`src/rtl/operand_frame_loader.sv`:
```
// Byte-stream to six-operand frame loader: assembles bytes into a..f with a
// working set that fills while the previous frame waits at the output.
module operand_frame_loader #(
    parameter int WIDTH = 8
) (
    input  logic             clk,
    input  logic             rst,
    input  logic             flush,
    input  logic [WIDTH-1:0] in_data,
    input  logic             in_valid,
    output logic             in_ready,
    output logic [WIDTH-1:0] a,
    output logic [WIDTH-1:0] b,
    output logic [WIDTH-1:0] c,
    output logic [WIDTH-1:0] d,
    output logic [WIDTH-1:0] e,
    output logic [WIDTH-1:0] f,
    output logic             ops_valid,
    input  logic             ops_ready,
    output logic [7:0]       frame_cnt,
    output logic             busy
);

    typedef enum logic {FILL, FULL} state_t;

    state_t           state_reg, state_next;
    logic [2:0]       idx_reg, idx_next;
    logic             ops_valid_reg, ops_valid_next;
    logic [7:0]       frame_cnt_reg, frame_cnt_next;
    logic [WIDTH-1:0] w_reg  [6];
    logic [WIDTH-1:0] op_reg [6];

    logic accept, slot_free, complete, load_direct, load_stalled;

    always_comb begin
        in_ready     = (state_reg == FILL) && !flush && !rst;
        accept       = in_valid && in_ready;
        slot_free    = !ops_valid_reg || ops_ready;
        complete     = accept && (idx_reg == 3'd5);
        load_direct  = complete && slot_free;
        // FULL implies the output slot is occupied, so ops_valid_reg is always set here
        load_stalled = (state_reg == FULL) && ops_valid_reg && ops_ready && !flush;
    end

    always_comb begin
        state_next     = state_reg;
        idx_next       = idx_reg;
        ops_valid_next = ops_valid_reg;
        frame_cnt_next = frame_cnt_reg;
        if (flush) begin
            state_next     = FILL;
            idx_next       = 3'd0;
            ops_valid_next = 1'b0;
        end else begin
            if (ops_valid_reg && ops_ready)
                ops_valid_next = 1'b0;
            if (load_direct || load_stalled) begin
                state_next     = FILL;
                idx_next       = 3'd0;
                ops_valid_next = 1'b1;
                frame_cnt_next = frame_cnt_reg + 8'd1;
            end else if (complete) begin
                state_next = FULL;
            end else if (accept) begin
                idx_next = idx_reg + 3'd1;
            end
        end
    end

    always_ff @(posedge clk) begin
        if (rst) begin
            state_reg     <= FILL;
            idx_reg       <= 3'd0;
            ops_valid_reg <= 1'b0;
            frame_cnt_reg <= 8'd0;
        end else begin
            state_reg     <= state_next;
            idx_reg       <= idx_next;
            ops_valid_reg <= ops_valid_next;
            frame_cnt_reg <= frame_cnt_next;
        end
    end

    for (genvar gi = 0; gi < 6; gi++) begin : g_slot
        always_ff @(posedge clk) begin
            if (rst || flush)
                w_reg[gi] <= '0;
            else if (accept && idx_reg == 3'(gi))
                w_reg[gi] <= in_data;
        end

        // On a direct completion the last operand bypasses the working set
        always_ff @(posedge clk) begin
            if (rst)
                op_reg[gi] <= '0;
            else if (load_direct)
                op_reg[gi] <= (gi == 5) ? in_data : w_reg[gi];
            else if (load_stalled)
                op_reg[gi] <= w_reg[gi];
        end
    end

    assign a         = op_reg[0];
    assign b         = op_reg[1];
    assign c         = op_reg[2];
    assign d         = op_reg[3];
    assign e         = op_reg[4];
    assign f         = op_reg[5];
    assign ops_valid = ops_valid_reg;
    assign frame_cnt = frame_cnt_reg;
    assign busy      = (state_reg == FULL) || (idx_reg != 3'd0);

endmodule

```
`config.mk`:
```
export PLATFORM = sky130hd
export DESIGN_NAME = operand_frame_loader
export DESIGN_NICKNAME = d
export VERILOG_FILES = /design/src/rtl/operand_frame_loader.sv
export SDC_FILE = /design/constraint.sdc
export NUM_CORES = 1
export LEC_CHECK = 0
export BUFFER_PORTS_ARGS = -buffer_cell sky130_fd_sc_hd__clkbuf_2
export CAP_MARGIN = 30
export CORE_UTILIZATION = 56
export DETAILED_ROUTE_END_ITERATION = 12
export PLACE_DENSITY = 0.82
export SYNTH_ARGS = -nofsm -noshare
export SYNTH_HDL_FRONTEND = slang
export SYNTH_SLANG_ARGS = --single-unit
```
`constraint.sdc`:
```
create_clock -name clk -period 3.8 [get_ports clk]
set_clock_uncertainty 0.1 [all_clocks]
set_input_delay 0.76 -clock clk [delete_from_list [all_inputs] [get_ports clk]]
set_output_delay 0.76 -clock clk [all_outputs]
set_load 0.02 [all_outputs]
```
======== Word-level counts from Yosys, hierarchy flattened ========
Memory sizes are Yosys's and may differ from the RTL's.
Cells that the tools add are included.
Widths: inputs -> output; s select.
operators by class
  bitwise operators ....................... 21
  $add $sub $neg .......................... 2
  multiplexer cells ....................... 49
  eq/ne operators ......................... 5
  reduce and logical (&&, ||, !) cells .... 28
operator list
  operator             number
  $mux 8               18
  $mux 1               31
  $or 1x1->1           18
  $logic_and 1x1->1    14
  $add 8x1->8 const B  1
  $eq 3x2->1 const B   2
  $eq 3x3->1 const B   2
  $logic_or 1x1->1     4
  $reduce_and 2->1     2
  $add 3x1->3 const B  1
  $eq 3x1->1 const B   1
  $logic_not 1->1      3
  $logic_not 3->1      1
  $not 1->1            3
  $reduce_bool 3->1    1
  $reduce_or 3->1      1
  $reduce_bool 2->1    1
  $reduce_or 2->1      1
word-level totals
  RAM bits ................................ 96
  output and inout bits ................... 59
  register bits ........................... 13
  memories ................................ 2
  word-level logic and storage cells ...... 111
memories
  name    words  width  rd ports  clocked after memory_dff  wr ports  RTL line  text
  op_reg  6      8      6         0                         6         31        logic [WIDTH-1:0] op_reg [6];
  w_reg   6      8      6         0                         6         30        logic [WIDTH-1:0] w_reg [6];

======== Logic depth before layout (Yosys ltp) ========
Gate-level depths: netlist of run 1.
  depth in word-level cells ............... 11
  gate-level depth with buffers ........... 7
  mapped depth without buffers ............ 6

======== Worst setup path before layout of run 1 ========
OpenSTA, ideal clock, no wires.
  path type ............................... input -> register
  start ................................... input port flush
  end ..................................... memory op_reg[0][0] (enable)
  setup time .............................. 404 ps
  cell stages on the path ................. 6
  slack ................................... 214 ps
  required time ........................... 3296 ps
  data arrival time ....................... 3082 ps
  path buffers ............................ 3
  cells stage by stage .................... buf_6 or4b_4 buf_6 o32a_4 clkbuf_1 nand2b_1
RTL lines
  element             RTL line  text
  start: declaration  8         input logic flush,
  end: declaration    31

==> flow_summary.toml, run 1 <==
[sta]
final.setup.tns_ps = 0
rsz0062_at_grt = "no"
min_period_over_period_pct = 71.3
setup_ws_ps = 1090
final_hold_viol_count = 0
drv_slew = 0
min_period_ps = 2710
max_slew_margin_pct = 46.4
tightestPinTransition_ps = 798
clock.fmax_mhz = 369
setup_viol = 0

[grt]
grt_use_total_pct = 18.5
overflow = 0
grt_pass1_vias = 2322
grt_pass1_wl_mm = 11.3
antenna_found_initial = 0
grt_max_degree = 41

[critical_path]
rr_endpoint = "op_reg[1][15]"
r2r_start = "state_reg"
critPathMaxFanout = 21
cp-end-kind = "register"
worstPathArrival_ps = 2690
cp-start-kind = "input pin"
ff2ff_setup_slack_ps = 1290
cp_data_required_time_ps = 3780
critPathKind = "input pin to register"
reg2regPathDepth = 4

[cts]
htree_levels = 3
clk_path_buf_depth = 2
ctsHoldBuffers = 0
cts-buffers-inserted = 9
worst_skew_pair.late_latency_ps = 370
cts_resized = 0
cts_setup_buffers = 0
clk_transition_reported_paths_ps = 100
cts_sinks = 109
cts_tree = "yes"
cts_root_buf = "clkbuf_8"

[worst_hold_path]
whs_path_depth = 2
hold_path.class = "register to register"
hold_start = "frame_cnt[7]"
hold_path_end = "frame_cnt[7]"

[floorplan]
rows = 31
io_pins = 72
dieArea_mm2 = 0.00813
die_y_um = 90.2
core_area_mm2 = 0.00737
start_util_pct = 59.1
die_width_um = 90.2

[logic_synthesis]
yosysTopAreaCell = "edfxtp_1"
syn_area_mm2 = 0.00435
synth_nets = 323
synth_ff_type = "edfxtp_1"
synth_area_leaders = "edfxtp_1 66%, and2_1 7.0%, and3_1 6.2%, dfxtp_1 6.0%, ha_1 1.7%"
postSynth.asyncResetShare_pct = 0
yosys.area_share.simple_pct = 18.9
synth_top_area_share_pct = 66.2
synth-xor-area-share_pct = 0.402
synthAdderAreaFrac_pct = 1.72
synth_top_family_by_area = "simple AND/OR/NAND/NOR gates"
synth_cells = 304
synth.distinct_cells = 31
yosys_register_bits = 109
muxShareOfSynthArea_pct = 0.230
syn_area_per_cell_um2 = 14.3
yosysSeqAreaShare_pct = 72.2
synth_edf_count = 96
synth_compound_area_share_pct = 4.51
synth_warnings = 0

[final_layout]
final_cell_mix = "96 x edfxtp_1, 71 x clkbuf_2, 49 x and2_1, 43 x and3_1, 14 x nand2_1"
n_antenna_cell = 0
final_nets = 394
finalInstanceArea_mm2 = 0.00502
drive_gt1_share_pct = 25.3
final_common_cell = "edfxtp_1"
syn_to_final_growth_pct = 15.2

[route]
drc = 0
dr.pass1.iters = 4
ant_nets = 0
dr_total_vias = 2503
wl_per_cell_um = 14.9
vias_per_cell = 5.23
dr.first_iter.drc_count = 205
routed_wl_mm = 7.11

[flow_run]
max_cap_violations = 0

[place]
place_area_mm2 = 0.00481
port_buffers = 71
gp_congestion = 0.789
hpwl_mm = 4.81
preCtsSetupSlack_ps = 692

[pwr]
leakagePower_nw = 2.16
pwr_density_cell_mw_per_mm2 = 431
ir_drop_mv = 0.261

[outcome]
status = "finished clean"
-- routing by layer --
| metal | GRT usage, % | routed length, um |
|---|---|---|
| met1 | 22.6 | 2920 |
| met2 | 28.9 | 3420 |
| met3 | 5.75 | 541 |
| met4 | 11.0 | 233 |
| met5 | 0 | 0 |
-- final cells by class --
| cell class | instances | area (um^2) |
|---|---|---|
| tap | 99 | 124 |
| timing repair buffer | 76 | 405 |
| inverter | 3 | 11.3 |
| sequential | 109 | 3140 |
| multi-input combinational | 176 | 1130 |
| clock buffer | 9 | 124 |
| clock inverter | 7 | 82.6 |
| fill | 543 | 2350 |
-- power breakdown --
| part | switching [mW] | internal, mW | leakage (nW) |
|---|---|---|---|
| Combinational | 0.0768 | 0.0265 | 0.918 |
| Clock | 0.394 | 0.316 | 0.104 |
| Sequential | 0.0103 | 1.34 | 1.14 |
-- synth_stat cells (2+ instances only) --
| master | n |
|---|---|
| nand2_1 | 14 |
| nor3_1 | 2 |
| dfxtp_1 | 13 |
| o21ai_0 | 6 |
| or3_1 | 4 |
| clkbuf_1 | 14 |
| or4_1 | 2 |
| edfxtp_1 | 96 |
| nor2b_1 | 2 |
| a21oi_1 | 7 |
| and3_1 | 43 |
| buf_6 | 2 |
| nand3_1 | 4 |
| and2_1 | 49 |
| ha_1 | 6 |
| inv_1 | 3 |
| o31ai_1 | 2 |
| a22o_1 | 8 |
| nor2_1 | 11 |
| nand2b_1 | 5 |
-- worst max-delay path, cell delays in order --
cell      delay (ps)
clkbuf_2         210
or4b_4           570
o32a_4           490
nand2b_2         410
buf_12           230
-- logic make-up after synthesis --
group,count (synthesis)
XOR/XNOR,2
flip-flops,109
AO/OA/AOI/OAI,27
multiplexers,1
adder cells (fa/ha/maj),6
AND/OR/NAND/NOR,140
buffers and inverters,19
-- metrics by stage --
step / hold WS, ps / util, % / std cells / total power, mW
after CTS: 395 / 68.1 / 479 / 2.17
after global placement: 376 / 65.3 / 463 / 1.48
after global routing: 430 / 68.1 / 479 / 2.21
final: 401 / 68.1 / 479 / 2.16
after floorplan: 369 / - / 304 / 1.43
after detailed placement: 382 / 65.3 / 463 / 1.48
-- worst max-delay path by stage --
| stage | start | end | slack (ps) | cells after the start |
|---|---|---|---|---|
| 2_1_floorplan | flush | op_reg[0][0] | 210 | 6 |
| 3_5_place_dp | rst | op_reg[1][4] | 690 | 5 |
| 5_1_grt | rst | op_reg[1][14] | 980 | 5 |
| 4_1_cts | rst | op_reg[1][12] | 1100 | 5 |
| 3_3_place_gp | rst | op_reg[1][4] | 760 | 5 |
| 6_report | rst | op_reg[1][15] | 1090 | 5 |
Note: power is estimated with default switching activity, not from simulation.
==> inputs of run 2 (changes only) <==
--- a/config.mk
+++ b/config.mk
@@ -7,9 +7,9 @@
 export LEC_CHECK = 0
 export BUFFER_PORTS_ARGS = -buffer_cell sky130_fd_sc_hd__clkbuf_2
 export CAP_MARGIN = 30
-export CORE_UTILIZATION = 56
+export CORE_UTILIZATION = 50
 export DETAILED_ROUTE_END_ITERATION = 12
-export PLACE_DENSITY = 0.82
+export PLACE_DENSITY = 0.78
 export SYNTH_ARGS = -nofsm -noshare
 export SYNTH_HDL_FRONTEND = slang
 export SYNTH_SLANG_ARGS = --single-unit
==> constraint.sdc (replaced) <==
create_clock -name clk -period 2.3 [get_ports clk]
set_clock_uncertainty 0.1 [all_clocks]
set_input_delay 0.46 -clock clk [delete_from_list [all_inputs] [get_ports clk]]
set_output_delay 0.46 -clock clk [all_outputs]
set_load 0.02 [all_outputs]
==> flow_summary.toml, run 2 (synthesis gave the netlist of run 1 again) <==
[floorplan]
die_y_um = 95.3
core_area_mm2 = 0.00834
io_pins = 72
die_width_um = 95.3
dieArea_mm2 = 0.00908
rows = 33
start_util_pct = 52.2

[grt]
grt_max_degree = 41
grt-busiest-layer = "met2"
grt_util_met1_pct = 20.7
grt_use_total_pct = 17.9
grt_use_met3_pct = 4.55
grt_pass1_wl_mm = 11.9
grt_pass1_vias = 2435
overflow = 0
gr-usage-met2_pct = 32.0
antenna_found_initial = 0

[cts]
htree_levels = 3
cts-buffers-inserted = 9
cts_resized = 0
cts_sinks = 109
clk_path_buf_depth = 2
cts_tree = "yes"
ctsHoldBuffers = 0
cts_root_buf = "clkbuf_8"
worst_skew_pair.late_latency_ps = 360
clk_transition_reported_paths_ps = 100
cts_setup_buffers = 0

[critical_path]
cp-start-kind = "register"
critPathMaxFanout = 11
r2r_start = "state_reg"
path_buf_inv = 1
slowest_stage = "or4b_4"
cp_cell_sequence = "or4b_4 > o32a_4 > buf_4 > or3_1 > a21oi_1"
cp-end-kind = "register"
slowest_delay_ps = 550
cp_data_required_time_ps = 2490
path_depth = 5
rr_endpoint = "frame_cnt[3]"
ff2ff_setup_slack_ps = 190
reg2regPathDepth = 5
critPathTopFamily = "simple AND/OR/NAND/NOR gates"
cp-endpoint = "frame_cnt[3]"
worstPathArrival_ps = 2300
cp-startpoint = "state_reg"
critPathKind = "register to register"

[worst_hold_path]
hold_path.class = "input pin to register"

[final_layout]
drive_gt1_share_pct = 27.3
finalInstanceArea_mm2 = 0.00513
syn_to_final_growth_pct = 17.9
final_nets = 406
final_cell_mix = "96 x edfxtp_1, 71 x clkbuf_2, 49 x and2_1, 43 x and3_1, 14 x nand2_1"
regArea_mm2 = 0.00314
final_common_cell = "edfxtp_1"
fin_util_pct = 61.5
fillers = 647
n_antenna_cell = 0
final_cell_count_no_fill = 497
multiInputGateArea_mm2 = 0.00113

[sta]
max_slew_margin_pct = 46.1
setup_viol = 0
setup_ws_ps = 192
final.setup.tns_ps = 0
holdWs_ps = 372
min_period_ps = 2110
tightestPinTransition_ps = 803
min_period_over_period_pct = 91.6
rsz0062_at_grt = "no"
clock.fmax_mhz = 474
final_hold_viol_count = 0
drv_slew = 0

[place]
hpwl_mm = 5.45
gp_congestion = 0.836
port_buffers = 71
preCtsSetupSlack_ps = -7.62
post-place-cells = 481
place_area_mm2 = 0.00495

[pwr]
swShare_pct = 23.0
p_comb_share_pct = 5.4
power.internal_mw = 2.67
leakagePower_nw = 2.22
clkPwrFrac_pct = 30.5
ir_drop_mv = 0.369
power.total_mw = 3.47
pwr_density_cell_mw_per_mm2 = 677
power_switching_mw = 0.798
sequentialPowerShare_pct = 64.1

[route]
vias_per_cell = 5.25
dr.first_iter.drc_count = 128
dr.pass1.iters = 4
wl_per_cell_um = 15.1
ant_nets = 0
routed_wl_mm = 7.50
dr_total_vias = 2608
drc = 0

[flow_run]
max_cap_violations = 0

[outcome]
status = "finished clean"
## run 2: how the worst min path moves through the flow
stage,cells after the start,slack (ps),startpoint,endpoint
6_report,3,370,rst,frame_cnt[2]
5_1_grt,3,380,rst,frame_cnt[2]
4_1_cts,3,360,rst,frame_cnt[4]
3_5_place_dp,2,390,frame_cnt[7],frame_cnt[7]
3_3_place_gp,2,380,frame_cnt[7],frame_cnt[7]
2_1_floorplan,2,370,idx_reg[1],idx_reg[1]
## run 2: final cells by class
type	instances	area share [%]
clock buffers	9	2.41
inverters	3	0.219
well taps	105	2.56
repair buffers	88	10.4
clock inverters	7	1.12
multi-input cells	176	22.0
flip-flops and latches	109	61.3
## run 2: worst reg2reg max path, cell delays in order, from the launching register on
cell	delay (ps)
dfxtp_1	330
or4b_4	550
o32a_4	390
buf_4	170
or3_1	340
a21oi_1	170
## run 2: power groups by stage
| stage | registers [mW] | logic [mW] | clock network, mW |
|---|---|---|---|
| after detailed placement | 2.27 | 0.187 | 0 |
| after CTS | 2.23 | 0.187 | 1.07 |
| after floorplan | 2.31 | 0.0571 | 0 |
| after global placement | 2.27 | 0.182 | 0 |
| after global routing | 2.23 | 0.201 | 1.16 |
| final | 2.23 | 0.187 | 1.06 |
## run 2: layer usage
layer	routed length [um]	vias up	share of wire, %
li1	-	1277	-
met1	3070	1234	41
met2	3840	82	51
met3	441	15	5.9
met4	146	0	1.9
met5	0	-	0
==> inputs of run 3 (changes only) <==
--- a/config.mk
+++ b/config.mk
@@ -7,9 +7,9 @@
 export LEC_CHECK = 0
 export BUFFER_PORTS_ARGS = -buffer_cell sky130_fd_sc_hd__clkbuf_2
 export CAP_MARGIN = 30
-export CORE_UTILIZATION = 50
+export CORE_UTILIZATION = 56
 export DETAILED_ROUTE_END_ITERATION = 12
-export PLACE_DENSITY = 0.78
+export PLACE_DENSITY = 0.82
 export SYNTH_ARGS = -nofsm -noshare
 export SYNTH_HDL_FRONTEND = slang
 export SYNTH_SLANG_ARGS = --single-unit
==> constraint.sdc (replaced) <==
create_clock -name clk -period 2.2 [get_ports clk]
set_clock_uncertainty 0.1 [all_clocks]
set_input_delay 0.44 -clock clk [delete_from_list [all_inputs] [get_ports clk]]
set_output_delay 0.44 -clock clk [all_outputs]
set_load 0.02 [all_outputs]
==> flow_summary.toml, run 3 (synthesis gave the netlist of run 1 again) <==
[outcome]
status = "finished clean"

[place]
port_buffers = 71
gp_congestion = 0.850
hpwl_mm = 5.03

[critical_path]
cp_cell_sequence = "inv_1 > ha_1 > nand2_1 > o32a_4 > or4_1 > a21oi_1"
slowest_stage = "o32a_4"
cp-start-kind = "register"
cp_data_required_time_ps = 2400
ff2ff_setup_slack_ps = 100
reg2regPathDepth = 6
critPathKind = "register to register"
slowest_delay_ps = 500
critPathMaxFanout = 16
path_buf_inv = 1
critPathTopFamily = "compound AO/OA/AOI/OAI gates"
r2r_start = "idx_reg[1]"
cp-end-kind = "register"
worstPathArrival_ps = 2300
rr_endpoint = "frame_cnt[5]"

[cts]
clk_path_buf_depth = 2
cts_tree = "yes"
cts_resized = 0
cts_setup_buffers = 0
worst_skew_pair.late_latency_ps = 370
cts_sinks = 109
ctsHoldBuffers = 0
clk_transition_reported_paths_ps = 100
cts_root_buf = "clkbuf_8"
htree_levels = 3
cts-buffers-inserted = 9

[final_layout]
n_antenna_cell = 0
fillers = 514
final_cell_mix = "96 x edfxtp_1, 71 x clkbuf_2, 49 x and2_1, 43 x and3_1, 20 x buf_4"
final_nets = 413
final_common_cell = "edfxtp_1"
syn_to_final_growth_pct = 20.3
drive_gt1_share_pct = 28.6

[route]
ant_nets = 0
dr.first_iter.drc_count = 103
drc = 0
routed_wl_mm = 7.39
dr.pass1.iters = 4
vias_per_cell = 5.24
dr_total_vias = 2610
wl_per_cell_um = 14.8

[sta]
drv_slew = 0
setup_viol = 0
rsz0062_at_grt = "no"
max_slew_margin_pct = 44.7
final_hold_viol_count = 0
holdWs_ps = 357
min_period_over_period_pct = 95.2
tightestPinTransition_ps = 824
clock.fmax_mhz = 477
min_period_ps = 2100

[grt]
grt_use_total_pct = 19.6
grt_max_degree = 41
grt_pass1_wl_mm = 11.7
grt_pass1_vias = 2425
overflow = 0
antenna_found_initial = 0

[floorplan]
die_y_um = 90.2
die_width_um = 90.2
dieArea_mm2 = 0.00813
start_util_pct = 59.1
rows = 31
io_pins = 72
core_area_mm2 = 0.00737

[flow_run]
max_cap_violations = 0

[worst_hold_path]
hold_path_end = "frame_cnt[6]"
whs_path_depth = 3
hold_path.class = "input pin to register"
hold_start = "rst"

[pwr]
sequentialPowerShare_pct = 59.0
ir_drop_mv = 0.378
swShare_pct = 20.6
clkPwrFrac_pct = 35.9
power_switching_mw = 0.812
leakagePower_nw = 2.28
p_comb_share_pct = 5.2
power.internal_mw = 3.13
pwr_density_cell_mw_per_mm2 = 754
power.total_mw = 3.95
-- run 3: power by group through the flow --
stage / clock (mW) / sequential, mW / combinational [mW]
global route: 1.49 / 2.34 / 0.217
detailed placement: 0 / 2.38 / 0.205
global placement: 0 / 2.37 / 0.199
finish: 1.42 / 2.33 / 0.204
CTS: 1.43 / 2.33 / 0.205
floorplan: 0 / 2.41 / 0.0597
-- run 3: routing by layer --
metal,global-route usage [%],part of all wire [%]
met3,5.41,6.4
met2,35.2,50
met5,0,0
met4,11.2,3.6
met1,20.6,40
-- run 3: area by class of cell --
type                       count  area (um^2)  share of cell area [%]
timing repair buffer          95          586                    11.2
inverter                       3         11.3                   0.215
sequential                   109         3140                    60.0
clock inverter                 7          119                    2.27
tap                           99          124                    2.37
multi-input combinational    176         1130                    21.6
clock buffer                   9          124                    2.37
-- run 3: how the worst max path moves through the flow --
stage	from	endpoint	slack, ps	depth (start not counted)
floorplan	flush	op_reg[0][0]	-230	6
global placement	rst	op_reg[0][5]	-10	6
detailed placement	rst	frame_cnt[5]	-60	5
CTS	idx_reg[1]	frame_cnt[5]	100	6
global route	idx_reg[1]	op_reg[2][0]	2	7
finish	idx_reg[1]	frame_cnt[5]	100	6
-- run 3: metrics by stage --
| step | std cells | util (%) | area [um^2] | TNS (ps) | setup slack, ps |
|---|---|---|---|---|---|
| after global placement | 482 | 67.8 | 4990 | -141 | -10.5 |
| after CTS | 498 | 71.1 | 5240 | 0 | 98.3 |
| after global routing | 498 | 71.1 | 5240 | 0 | 1.82 |
| final | 498 | 71.1 | 5240 | 0 | 105 |
| after floorplan | 304 | - | 4380 | -13000 | -230 |
| after detailed placement | 482 | 67.8 | 4990 | -1050 | -56.3 |
-- run 3: worst reg2reg max path, cell delays in order (launching register included) --
cell and delay [ps]:
dfxtp_1 350, inv_1 90, ha_1 200, nand2_1 160, o32a_4 500, or4_1 480, a21oi_1 150
